--- src/rtl/cic_interp.sv ---
// N-stage CIC interpolator. The combs run at clk/R on a slot strobe and are
// zero-stuffed into full-precision integrators that update on every clk cycle.
module cic_interp #(
  parameter  int IN_W  = 16,
  parameter  int N     = 4,
  parameter  int LOG2R = 3,
  localparam int OUT_W = IN_W + (N - 1) * LOG2R
) (
  input  logic             clk,
  input  logic             rst,
  input  logic             din_valid,
  input  logic [IN_W-1:0]  din,
  output logic             din_ready,
  output logic             dout_valid,
  output logic [OUT_W-1:0] dout,
  output logic             underrun
);

  localparam int TAG_LEN = 2 * N - 1;

  logic [LOG2R-1:0]   cnt_q, cnt_d;
  logic [N-1:0]       strobe_q, strobe_d;   // strobe_q[k-1] is slot strobe s_k
  logic [TAG_LEN-1:0] tag_q, tag_d;
  logic               dout_valid_q, dout_valid_d;
  logic               underrun_q, underrun_d;

  logic [OUT_W-1:0] comb_q  [N];
  logic [OUT_W-1:0] comb_d  [N];
  logic [OUT_W-1:0] dly_q   [N];
  logic [OUT_W-1:0] dly_d   [N];
  logic [OUT_W-1:0] integ_q [N];
  logic [OUT_W-1:0] integ_d [N];

  logic [OUT_W-1:0] stage_in [N];
  logic [N-1:0]     stage_en;
  logic             s0;
  logic [OUT_W-1:0] sample;
  logic [OUT_W-1:0] x;

  assign s0     = (cnt_q == '0);
  assign sample = din_valid ? OUT_W'($signed(din)) : '0;

  // Comb stage k is fed by comb k-1 and fires one cycle behind it.
  for (genvar gi = 0; gi < N; gi++) begin : g_stage
    if (gi == 0) begin : g_first
      assign stage_in[gi] = sample;
      assign stage_en[gi] = s0;
    end else begin : g_rest
      assign stage_in[gi] = comb_q[gi-1];
      assign stage_en[gi] = strobe_q[gi-1];
    end
  end

  always_comb begin
    cnt_d        = cnt_q + 1'b1;
    strobe_d     = {strobe_q[N-2:0], s0};
    tag_d        = {tag_q[TAG_LEN-2:0], s0 & din_valid};
    dout_valid_d = dout_valid_q | tag_q[TAG_LEN-1];
    underrun_d   = s0 & ~din_valid;

    comb_d = comb_q;
    dly_d  = dly_q;
    for (int k = 0; k < N; k++) begin
      if (stage_en[k]) begin
        dly_d[k]  = stage_in[k];
        comb_d[k] = stage_in[k] - dly_q[k];
      end
    end

    // Zero stuffing: the last comb output is seen by the integrators for one cycle per slot.
    x = strobe_q[N-1] ? comb_q[N-1] : '0;
    integ_d[0] = integ_q[0] + x;
    for (int k = 1; k < N; k++) begin
      integ_d[k] = integ_q[k] + integ_q[k-1];
    end
  end

  always_ff @(posedge clk or negedge rst) begin
    if (!rst) begin
      cnt_q        <= '1;
      strobe_q     <= '0;
      tag_q        <= '0;
      dout_valid_q <= 1'b0;
      underrun_q   <= 1'b0;
      for (int k = 0; k < N; k++) begin
        comb_q[k]  <= '0;
        dly_q[k]   <= '0;
        integ_q[k] <= '0;
      end
    end else begin
      cnt_q        <= cnt_d;
      strobe_q     <= strobe_d;
      tag_q        <= tag_d;
      dout_valid_q <= dout_valid_d;
      underrun_q   <= underrun_d;
      for (int k = 0; k < N; k++) begin
        comb_q[k]  <= comb_d[k];
        dly_q[k]   <= dly_d[k];
        integ_q[k] <= integ_d[k];
      end
    end
  end

  assign din_ready  = s0;
  assign dout       = integ_q[N-1];
  assign dout_valid = dout_valid_q;
  assign underrun   = underrun_q;

endmodule

--- config.mk ---
export PLATFORM = sky130hd
export DESIGN_NAME = cic_interp
export DESIGN_NICKNAME = d
export VERILOG_FILES = /design/src/rtl/cic_interp.sv
export SDC_FILE = /design/constraint.sdc
export NUM_CORES = 1
export LEC_CHECK = 0
export CAP_MARGIN = 15
export CORE_MARGIN = 10
export CORE_UTILIZATION = 40
export CTS_CLUSTER_DIAMETER = 120
export CTS_CLUSTER_SIZE = 20
export DETAILED_ROUTE_END_ITERATION = 8
export GPL_ROUTABILITY_DRIVEN = 0
export GPL_TIMING_DRIVEN = 0
export PLACE_DENSITY_LB_ADDON = 0.1
export SLEW_MARGIN = 20
export SYNTH_ARGS = -nofsm -noshare
export SYNTH_HDL_FRONTEND = slang
export SYNTH_SLANG_ARGS = --single-unit
--- constraint.sdc ---
create_clock -name clk -period 3.8 [get_ports clk]
set_clock_uncertainty 0.2 [all_clocks]
set_input_delay 0.76 -clock clk [delete_from_list [all_inputs] [get_ports clk]]
set_output_delay 0.76 -clock clk [all_outputs]
set_load 0.05 [all_outputs]
== Word level (Yosys, flattened, before mapping) ==
Cells that the tools add are included.
W data, S select, Z words.
Word-level totals
  register bits: 316
  output and inout port bits: 28
  logic and storage cells: 33
Operators by class
  add/subtract/negate cells: 9
  multiplexer cells: 2
  bitwise operators: 4
  reduce and logical (&&, ||, !) cells: 1
Operators with widths (number)
  $add A25 B25 Y25: 4
  $sub A25 B25 Y25: 4
  $mux W25: 2
  $add A3 B1 Y3 const B: 1
  $logic_not A3 Y1: 1
  $and A1 B1 Y1: 2
  $not A1 Y1: 1
  $or A1 B1 Y1: 1

== Logic depth before layout (Yosys ltp) ==
Gate-level depths: netlist of the first run.
  depth after elaboration: 2
  gate-level depth with buffers: 12
  depth with buffers taken out: 11

== Least setup slack after synthesis of the first run ==
Ideal clock, no wire load.
  path kind: in2reg
  from: input port din_valid
  to: register comb_q[91] in the netlist's numbering
  library setup time: 0.132 ns
  data arrival time: 3.024 ns
  data required time: 3.468 ns
  slack: 0.445 ns
  stages on the path: 12
  path buffers: 1
  cell sequence: clkbuf_1 -> nand2_1 -> ha_1 -> fa_1 -> nand3b_1 -> a21boi_0 -> o21a_1 -> o211ai_1 -> o31ai_1 -> o21ai_0 -> a21oi_1 -> nor2_1
Between the ends
  cells in the longest elaborated chain, start to end: 2
RTL lines
  start: declaration: line 11  | input logic din_valid,
  $mux W25: line 41  | assign sample = din_valid ? OUT_W'($signed(din)) : '0;
  $sub A25 B25 Y25: line 66  | comb_d[k] = stage_in[k] - dly_q[k];
  end signal: indexed assignment: line 97  | comb_q[k] <= comb_d[k];
  end: declaration: line 27  | logic [OUT_W-1:0] comb_q [N];
No other way between the ends.
A chain may end at the register's enable or synchronous reset.

== Worst setup path in the final report of the first run ==
  from: register cnt_q[0]
  to: output port din_ready
Between the ends
  cells in the longest elaborated chain, start to end: 1
RTL lines
  start: declaration: line 21  | logic [LOG2R-1:0] cnt_q, cnt_d;
  start signal: assignment: line 91  | cnt_q <= cnt_d;
  $logic_not A3 Y1: line 40  | assign s0 = (cnt_q == '0);
  end: declaration: line 13  | output logic din_ready,
No other way between the ends.

==> results.yml, run 1 <==
power:
  clkPwrFrac: 0.098
  switching_share: 0.447
  p_switching_uw: 9430
  p_per_area_nw_per_um2: 993
  internal_power_uw: 11600
  p_comb_frac: 0.635
  ir_drop_mv: 0.377
  p_seq_frac: 0.267
  p_leak_uw: 0.00994
synthesis:
  netlist_area_um2: 19300
  yosysSeqAreaShare: 0.398
  ys.flop_type: "dfrtp_1"
  synthTopCellsByArea: "dfrtp_1, ha_1, o21ai_0, xnor2_1, a21oi_1"
  synth_top_area_cell: "dfrtp_1"
  synth-edff-count: 0
  ys_ff_latch: 307
  synth_cell_types: 65
  async_flop_share: 1.00
  yosysTopAreaCellShare: 0.394
  syn_avg_cell_area_um2: 9.48
  synth_nets: 2251
  ys_warn_count: 0
  synth_cells: 2036
final_layout:
  fillCellCount: 4642
  final_core_util: 0.444
  final_common_cell: "dfrtp_1"
  antenna_cells: 0
  final_cell_mix: "dfrtp_1, o21ai_0, nand2_1, ha_1, a21oi_1"
  syn_to_final_growth_pct: 9.86
  final_layout_size_suffix_gt1_frac: 0.0620
  layout.nets: 2323
floorplanning:
  coreArea_um2: 47700
  io_pins: 47
  chipWidth_um: 240
  die_area_um2: 57500
  start_util: 0.404
  fp-row-count: 80
  die_h_um: 240
sta:
  report.final.hold_viol_count: 0
  worst_slew_pin_slew_ns: 0.808
  setup_slack_ns: 0.251
  report.final.slew_viol_count: 0
  fin_crit_ns: 3.55
  tns_ns: 0
  rsz0062_at_grt: "no"
  max_slew_margin: 0.457
  max_freq_ghz: 0.282
  setup_viol: 0
  post-route-period-util: 0.934
detailed_routing:
  drt-met1-wl_um: 18200
  routed_wl_um: 41400
  drt_iter0_drc: 542
  ant_nets: 0
  routed_via_density: 5.22
  avgRoutedWirePerCell_um: 15.2
  drc: 0
  wl_met3_um: 939
  vias: 14248
  met2WireLength_um: 21100
  first_pass_iters: 5
  routed.top_layer: "met4"
clock_network:
  root_buffer: "clkbuf_16"
  path_clk_slew_ns: 0.09
  cts_tree: "yes"
  numCtsBuffers: 19
  worstSkewPairLatency_ns: 0.53
  cts_sinks: 307
  htree_levels: 1
  cts_buffer_depth: 3
worst_setup_path:
  cp.required_ns: 2.84
  crit_arrival_ns: 2.59
  end_kind: "primary output"
  worst-path-max-fanout: 11
  crit_type: "reg -> out"
  r2r_cells: 11
  cp-start-kind: "register"
flow_run:
  cap_violations: 0
place:
  pre_cts_ws_ns: -1.14
  dp_hpwl_um: 32400
  port_buffers: 46
global_route:
  grt_start_max_net_pins: 94
  grt_pass1_vias: 14553
  gr-total-overflow: 0
  grt_pass1_wl_um: 70500
  antenna_found_initial: 0
  grt_usage: 0.146
hold_path:
  min_path_cells: 0
  hp-class: "reg -> reg"
outcome:
  status: "completed"
## cells in the mapped netlist (22+ instances only)
master	number
ha_1	188
mux2_2	63
xor2_1	72
dfrtp_1	304
nor2_1	96
inv_1	127
a21oi_1	159
xnor2_1	96
a211oi_1	24
buf_4	25
nand3_1	27
and2_1	46
o211ai_1	22
a21o_1	87
clkbuf_1	51
nand2_1	190
o21ai_0	194
nand2b_1	26
## critical path, cell delays in order (launching register included)
cell and delay, ns:
dfstp_2 0.38, inv_1 0.07, ha_1 0.15, nand2b_1 0.22, inv_1 0.20, clkbuf_1 0.45
dlygate4sd2_1 0.60
## power by group through the flow
stage / Sequential [uW] / Combinational, uW / Clock (uW)
floorplan: 5400 / 10800 / 0
global placement: 5700 / 13100 / 0
detailed placement: 5710 / 13400 / 0
CTS: 5650 / 13400 / 2180
global route: 5830 / 15100 / 2290
finish: 5620 / 13400 / 2070
## cells by family (layout without fill, tap and decap cells)
group           count (synthesis)  after routing  synth area share
compound gates                599            599             0.191
xor+xnor                      168            168            0.0762
fa+ha+maj                     196            196             0.130
buf+inv                       210            288            0.0461
flops                         307            307             0.398
mux                            68             68            0.0393
simple gates                  488            488             0.120
## registers in the layout, summed over array words and instances (netlist names)
register / flops
cnt_q: 3
comb_q: 100
dly_q: 91
dout: 25
dout_valid: 1
integ_q: 75
strobe_q: 4
tag_q: 7
underrun: 1
## per-stage QoR
step | total power [uW] | cell area, um^2 | hold WS [ns] | cells
final | 21100 | 21200 | 0.153 | 2729
after global routing | 23200 | 21200 | 0.156 | 2729
after CTS | 21200 | 21200 | 0.146 | 2730
after detailed placement | 19100 | 20700 | 0.135 | 2701
after global placement | 18800 | 20500 | 0.133 | 2697
after floorplan | 16200 | 19300 | 0.131 | 2036
## per-layer routing
layer  track usage  vias up
li1              -     7291
met1         0.169     6731
met2         0.273      148
met3        0.0174       78
met4        0.0424        0
met5             0        -
## worst paths after layout
path | slack, ns | from | to
setup / recovery | 0.25 | cnt_q[0] | din_ready
min in group asynchronous | 0.49 | rst | dout[2]
setup reg to reg | 0.27 | strobe_q[3] | integ_q[97]
max in group asynchronous | 1.13 | rst | cnt_q[2]
hold reg to reg | 0.15 | tag_q[0] | tag_q[1]
hold / removal | 0.15 | tag_q[0] | tag_q[1]
## area by class of cell
type	instances	area [um^2]	area share
buffer	81	409	0.0193
clock buffer	26	502	0.0237
clock inverter	1	16.3	0.000767
inverter	128	480	0.0227
multi-input combinational	1519	10800	0.507
sequential	307	7690	0.362
tap	615	769	0.0363
timing repair buffer	52	594	0.0280
## what timing repair did
action | 4_1_cts | 5_1_grt
hold endpoints to repair | 37 | 0
gates resized for setup | 6 | 4
endpoints found under the setup margin | 13 | 13
buffers inserted | 1 | 0
pin swaps | 1 | 0
hold buffers | 1 | 0
gates cloned | 0 | 0
Note: power is estimated with default switching activity, not from simulation.
==> run 2, diff against run 1 <==
Settings changed: CORE_ASPECT_RATIO set to 1.2.
==> results.yml, run 2 (synthesized netlist as in run 1, its figures left out) <==
hold_path:
  hp-class: "reg -> reg"
  hold_start: "tag_q[3]"
  min_path_cells: 0
  hold_end: "tag_q[4]"
worst_setup_path:
  crit_arrival_ns: 3.77
  regToRegEndpoint: "integ_q[97]"
  crit_type: "reg -> reg"
  cp.required_ns: 4.00
  cp-start-kind: "register"
  end_kind: "register"
  regToRegStartpoint: "strobe_q[3]"
  rrSetupSlack_ns: 0.23
  worst-path-max-fanout: 7
  r2r_cells: 11
place:
  port_buffers: 46
  dp.cells: 2716
  pre_cts_ws_ns: -1.09
  dp_hpwl_um: 32700
sta:
  max_freq_ghz: 0.280
  rsz0062_at_grt: "no"
  post-route-period-util: 0.939
  setup_slack_ns: 0.230
  setup_viol: 0
  max_slew_margin: 0.491
  report.final.slew_viol_count: 0
  hold_ws_ns: 0.153
  report.final.hold_viol_count: 0
  fin_crit_ns: 3.57
  tns_ns: 0
  worst_slew_pin_slew_ns: 0.763
clock_network:
  path_clk_slew_ns: 0.08
  cts_sinks: 307
  worstSkewPairLatency_ns: 0.54
  cts_tree: "yes"
  cts_buffer_depth: 3
  htree_levels: 1
  numCtsBuffers: 19
  root_buffer: "clkbuf_16"
final_layout:
  multi_input_area_um2: 10800
  regMostFlops: "comb_q"
  fillCellCount: 4625
  largest_reg_flops: 100
  syn_to_final_growth_pct: 9.99
  seqCellArea_um2: 7690
  final_layout_size_suffix_gt1_frac: 0.0634
  antenna_cells: 0
  top_regs: "comb_q: 100 flops, dly_q: 91 flops, integ_q: 75 flops"
  final_cell_mix: "dfrtp_1, o21ai_0, nand2_1, ha_1, a21oi_1"
  layout.nets: 2323
  fin_cells: 2745
  final_common_cell: "dfrtp_1"
power:
  ir_drop_mv: 0.360
  p_leak_uw: 0.00994
  p_per_area_nw_per_um2: 992
detailed_routing:
  vias: 14393
  ant_nets: 0
  drt_iter0_drc: 525
  routed_wl_um: 41500
  drc: 0
  routed_via_density: 5.24
  first_pass_iters: 5
  avgRoutedWirePerCell_um: 15.1
global_route:
  grt_pass1_vias: 15032
  gr-total-overflow: 0
  grt_pass1_wl_um: 70500
  antenna_found_initial: 0
  grt_usage: 0.146
  grt_start_max_net_pins: 79
flow_run:
  cap_violations: 0
floorplanning:
  fp-row-count: 88
  chipWidth_um: 221
  die_area_um2: 57500
  coreArea_um2: 47900
  start_util: 0.403
  die_h_um: 261
  io_pins: 47
outcome:
  status: "completed"
-- run 2: where the power goes --
group	switching (uW)	internal, uW
sequential	824	4760
clock	1130	936
combinational	7450	5960
-- run 2: what timing repair did --
action / 4_1_cts / 5_1_grt
setup endpoints to repair: 10 / 14
gates cloned: 0 / 0
buffers inserted: 1 / 0
pin swaps: 1 / 0
gates resized for setup: 6 / 6
hold buffers: 1 / 0
hold endpoints to repair: 31 / 0
-- run 2: critical path, cell delays in order (launching register included) --
cell,delay [ns]
dfrtp_2,0.49
and2_1,0.17
ha_1,0.22
fa_1,0.43
a21o_1,0.21
nand4_1,0.12
a21oi_1,0.15
o41ai_2,0.55
nand2b_1,0.18
a31oi_1,0.33
o21ai_0,0.20
xor2_1,0.18
-- run 2: per-stage QoR --
stage,utilization,instance area [um^2],power (uW)
final,0.443,21200,21100
after global placement,0.429,20600,18800
after CTS,0.443,21200,21300
after global routing,0.443,21200,23100
after floorplan,-,19300,16200
after detailed placement,0.432,20700,19000
-- run 2: final cells by class --
class                      count  share of cell area
multi-input combinational   1519               0.506
sequential                   307               0.362
timing repair buffer          52              0.0278
buffer                        81              0.0193
tap                          630              0.0371
clock inverter                 2             0.00118
inverter                     128              0.0226
clock buffer                  26              0.0236
-- run 2: how the worst max path moves through the flow --
stage / start / endpoint / slack (ns)
floorplan: din_valid / comb_q[91] / 0.44
global placement: rst / dly_q[71] / -12.29
detailed placement: din_valid / comb_q[93] / -1.09
CTS: cnt_q[0] / din_ready / 0.02
global route: strobe_q[3] / integ_q[96] / 0.05
finish: strobe_q[3] / integ_q[97] / 0.23
-- run 2: routing by layer --
layer	vias up	wire [um]	track usage
met5	-	0	0
met4	0	1420	0.0549
met3	74	1090	0.0155
met2	155	23400	0.301
met1	6850	15700	0.144
li1	7314	-	-
==> run 3, diff against run 2 <==
Settings changed: CORE_UTILIZATION 40 to 45.
Clock period 3.8 ns to 3.3 ns, I/O delays scaled along.
==> results.yml, run 3 (synthesized netlist as in run 1, its figures left out) <==
hold_path:
  hp-class: "reg -> reg"
  min_path_cells: 0
floorplanning:
  die_area_um2: 51600
  fp-row-count: 83
  coreArea_um2: 42600
  chipWidth_um: 209
  io_pins: 47
  die_h_um: 247
  start_util: 0.453
global_route:
  gr-total-overflow: 0
  grt_usage: 0.157
  grt_pass1_wl_um: 69200
  grt_busiest_layer: "met2"
  met3_usage: 0.0179
  antenna_found_initial: 0
  use_met2: 0.330
  grt_start_max_net_pins: 89
  grt_pass1_vias: 14770
  grt_use_met1: 0.152
outcome:
  status: "completed"
clock_network:
  worstSkewPairLatency_ns: 0.54
  numCtsBuffers: 19
  cts_tree: "yes"
  cts_buffer_depth: 3
  cts_sinks: 307
  path_clk_slew_ns: 0.08
  root_buffer: "clkbuf_16"
  htree_levels: 1
final_layout:
  regMostFlops: "comb_q"
  top_regs: "comb_q: 100 flops, dly_q: 91 flops, integ_q: 75 flops"
  fillCellCount: 4021
  final_common_cell: "dfrtp_1"
  final_cell_mix: "dfrtp_1, nand2_1, ha_1, o21ai_0, a21oi_1"
  seqCellArea_um2: 7690
  antenna_cells: 0
  final_layout_size_suffix_gt1_frac: 0.0691
  layout.nets: 2323
  largest_reg_flops: 100
  fin_cells: 2665
  syn_to_final_growth_pct: 9.75
  multi_input_area_um2: 10800
detailed_routing:
  routed_wl_um: 40900
  avgRoutedWirePerCell_um: 15.4
  ant_nets: 0
  first_pass_iters: 5
  drt_iter0_drc: 560
  vias: 14353
  drc: 0
  routed_via_density: 5.39
power:
  ir_drop_mv: 0.719
  p_per_area_nw_per_um2: 1150
  p_leak_uw: 0.00994
sta:
  tns_ns: 0
  setup_slack_ns: 0.0785
  max_slew_margin: 0.478
  fin_crit_ns: 3.22
  worst_slew_pin_slew_ns: 0.777
  report.final.slew_viol_count: 0
  report.final.hold_viol_count: 0
  max_freq_ghz: 0.310
  setup_viol: 0
  post-route-period-util: 0.976
worst_setup_path:
  end_kind: "register"
  cp.required_ns: 3.52
  crit_type: "reg -> reg"
  r2r_cells: 11
  crit_arrival_ns: 3.44
  cp-start-kind: "register"
  worst-path-max-fanout: 10
flow_run:
  cap_violations: 0
place:
  dp_hpwl_um: 31900
  port_buffers: 46
  pre_cts_ws_ns: -1.50
  dp.cells: 2637
==> run 3: worst max-delay path: stages, from the launching register on <==
cell	delay, ns
dfrtp_2	0.48
clkbuf_4	0.20
and2_1	0.14
ha_1	0.35
a21oi_1	0.27
o21ai_0	0.14
nand4_1	0.12
nand2_1	0.09
a311oi_4	0.39
nor4_1	0.15
o41a_1	0.42
xor2_1	0.15
==> run 3: timing repair <==
action,in CTS,in global routing
setup buffers,3,2
pin swaps,3,5
endpoints found under the hold margin,74,0
setup endpoints to repair,26,27
hold buffers,1,0
gates resized for setup,20,16
==> run 3: layout make-up <==
type | count | area share
clock buffer | 25 | 0.0235
multi-input combinational | 1519 | 0.510
tap | 552 | 0.0326
sequential | 307 | 0.363
clock inverter | 1 | 0.000768
buffer | 78 | 0.0193
timing repair buffer | 55 | 0.0279
inverter | 128 | 0.0227
==> run 3: path summary, 6_finish.rpt <==
| check | end | slack (ns) | start |
|---|---|---|---|
| max | integ_q[96] | 0.08 | strobe_q[3] |
| min | tag_q[2] | 0.15 | tag_q[1] |
| max reg2reg | integ_q[96] | 0.08 | strobe_q[3] |
| min reg2reg | tag_q[2] | 0.15 | tag_q[1] |
| max in group asynchronous | dly_q[58] | 0.83 | rst |
| min in group asynchronous | dout[1] | 0.49 | rst |
==> run 3: through the flow <==
| step | instance area (um^2) | power [uW] | util | hold slack, ns |
|---|---|---|---|---|
| 6_report | 21200 | 24300 | 0.498 | 0.153 |
| 2_1_floorplan | 19300 | 18700 | - | 0.131 |
| 5_1_grt | 21200 | 26600 | 0.498 | 0.164 |
| 3_3_place_gp | 20500 | 21500 | 0.480 | 0.132 |
| 3_5_place_dp | 20500 | 21900 | 0.483 | 0.135 |
| 4_1_cts | 21200 | 24400 | 0.497 | 0.155 |
==> run 3: power breakdown <==
part,switching [uW],internal [uW],total [uW]
Combinational,8620,6890,15500
Sequential,957,5480,6430
Clock,1290,1070,2360
Total,10900,13400,24300
==> run 3: layer usage <==
metal	vias up	share of wire
met1	6838	0.38
met3	77	0.024
met5	-	0
li1	7303	-
met4	0	0.027
met2	135	0.57
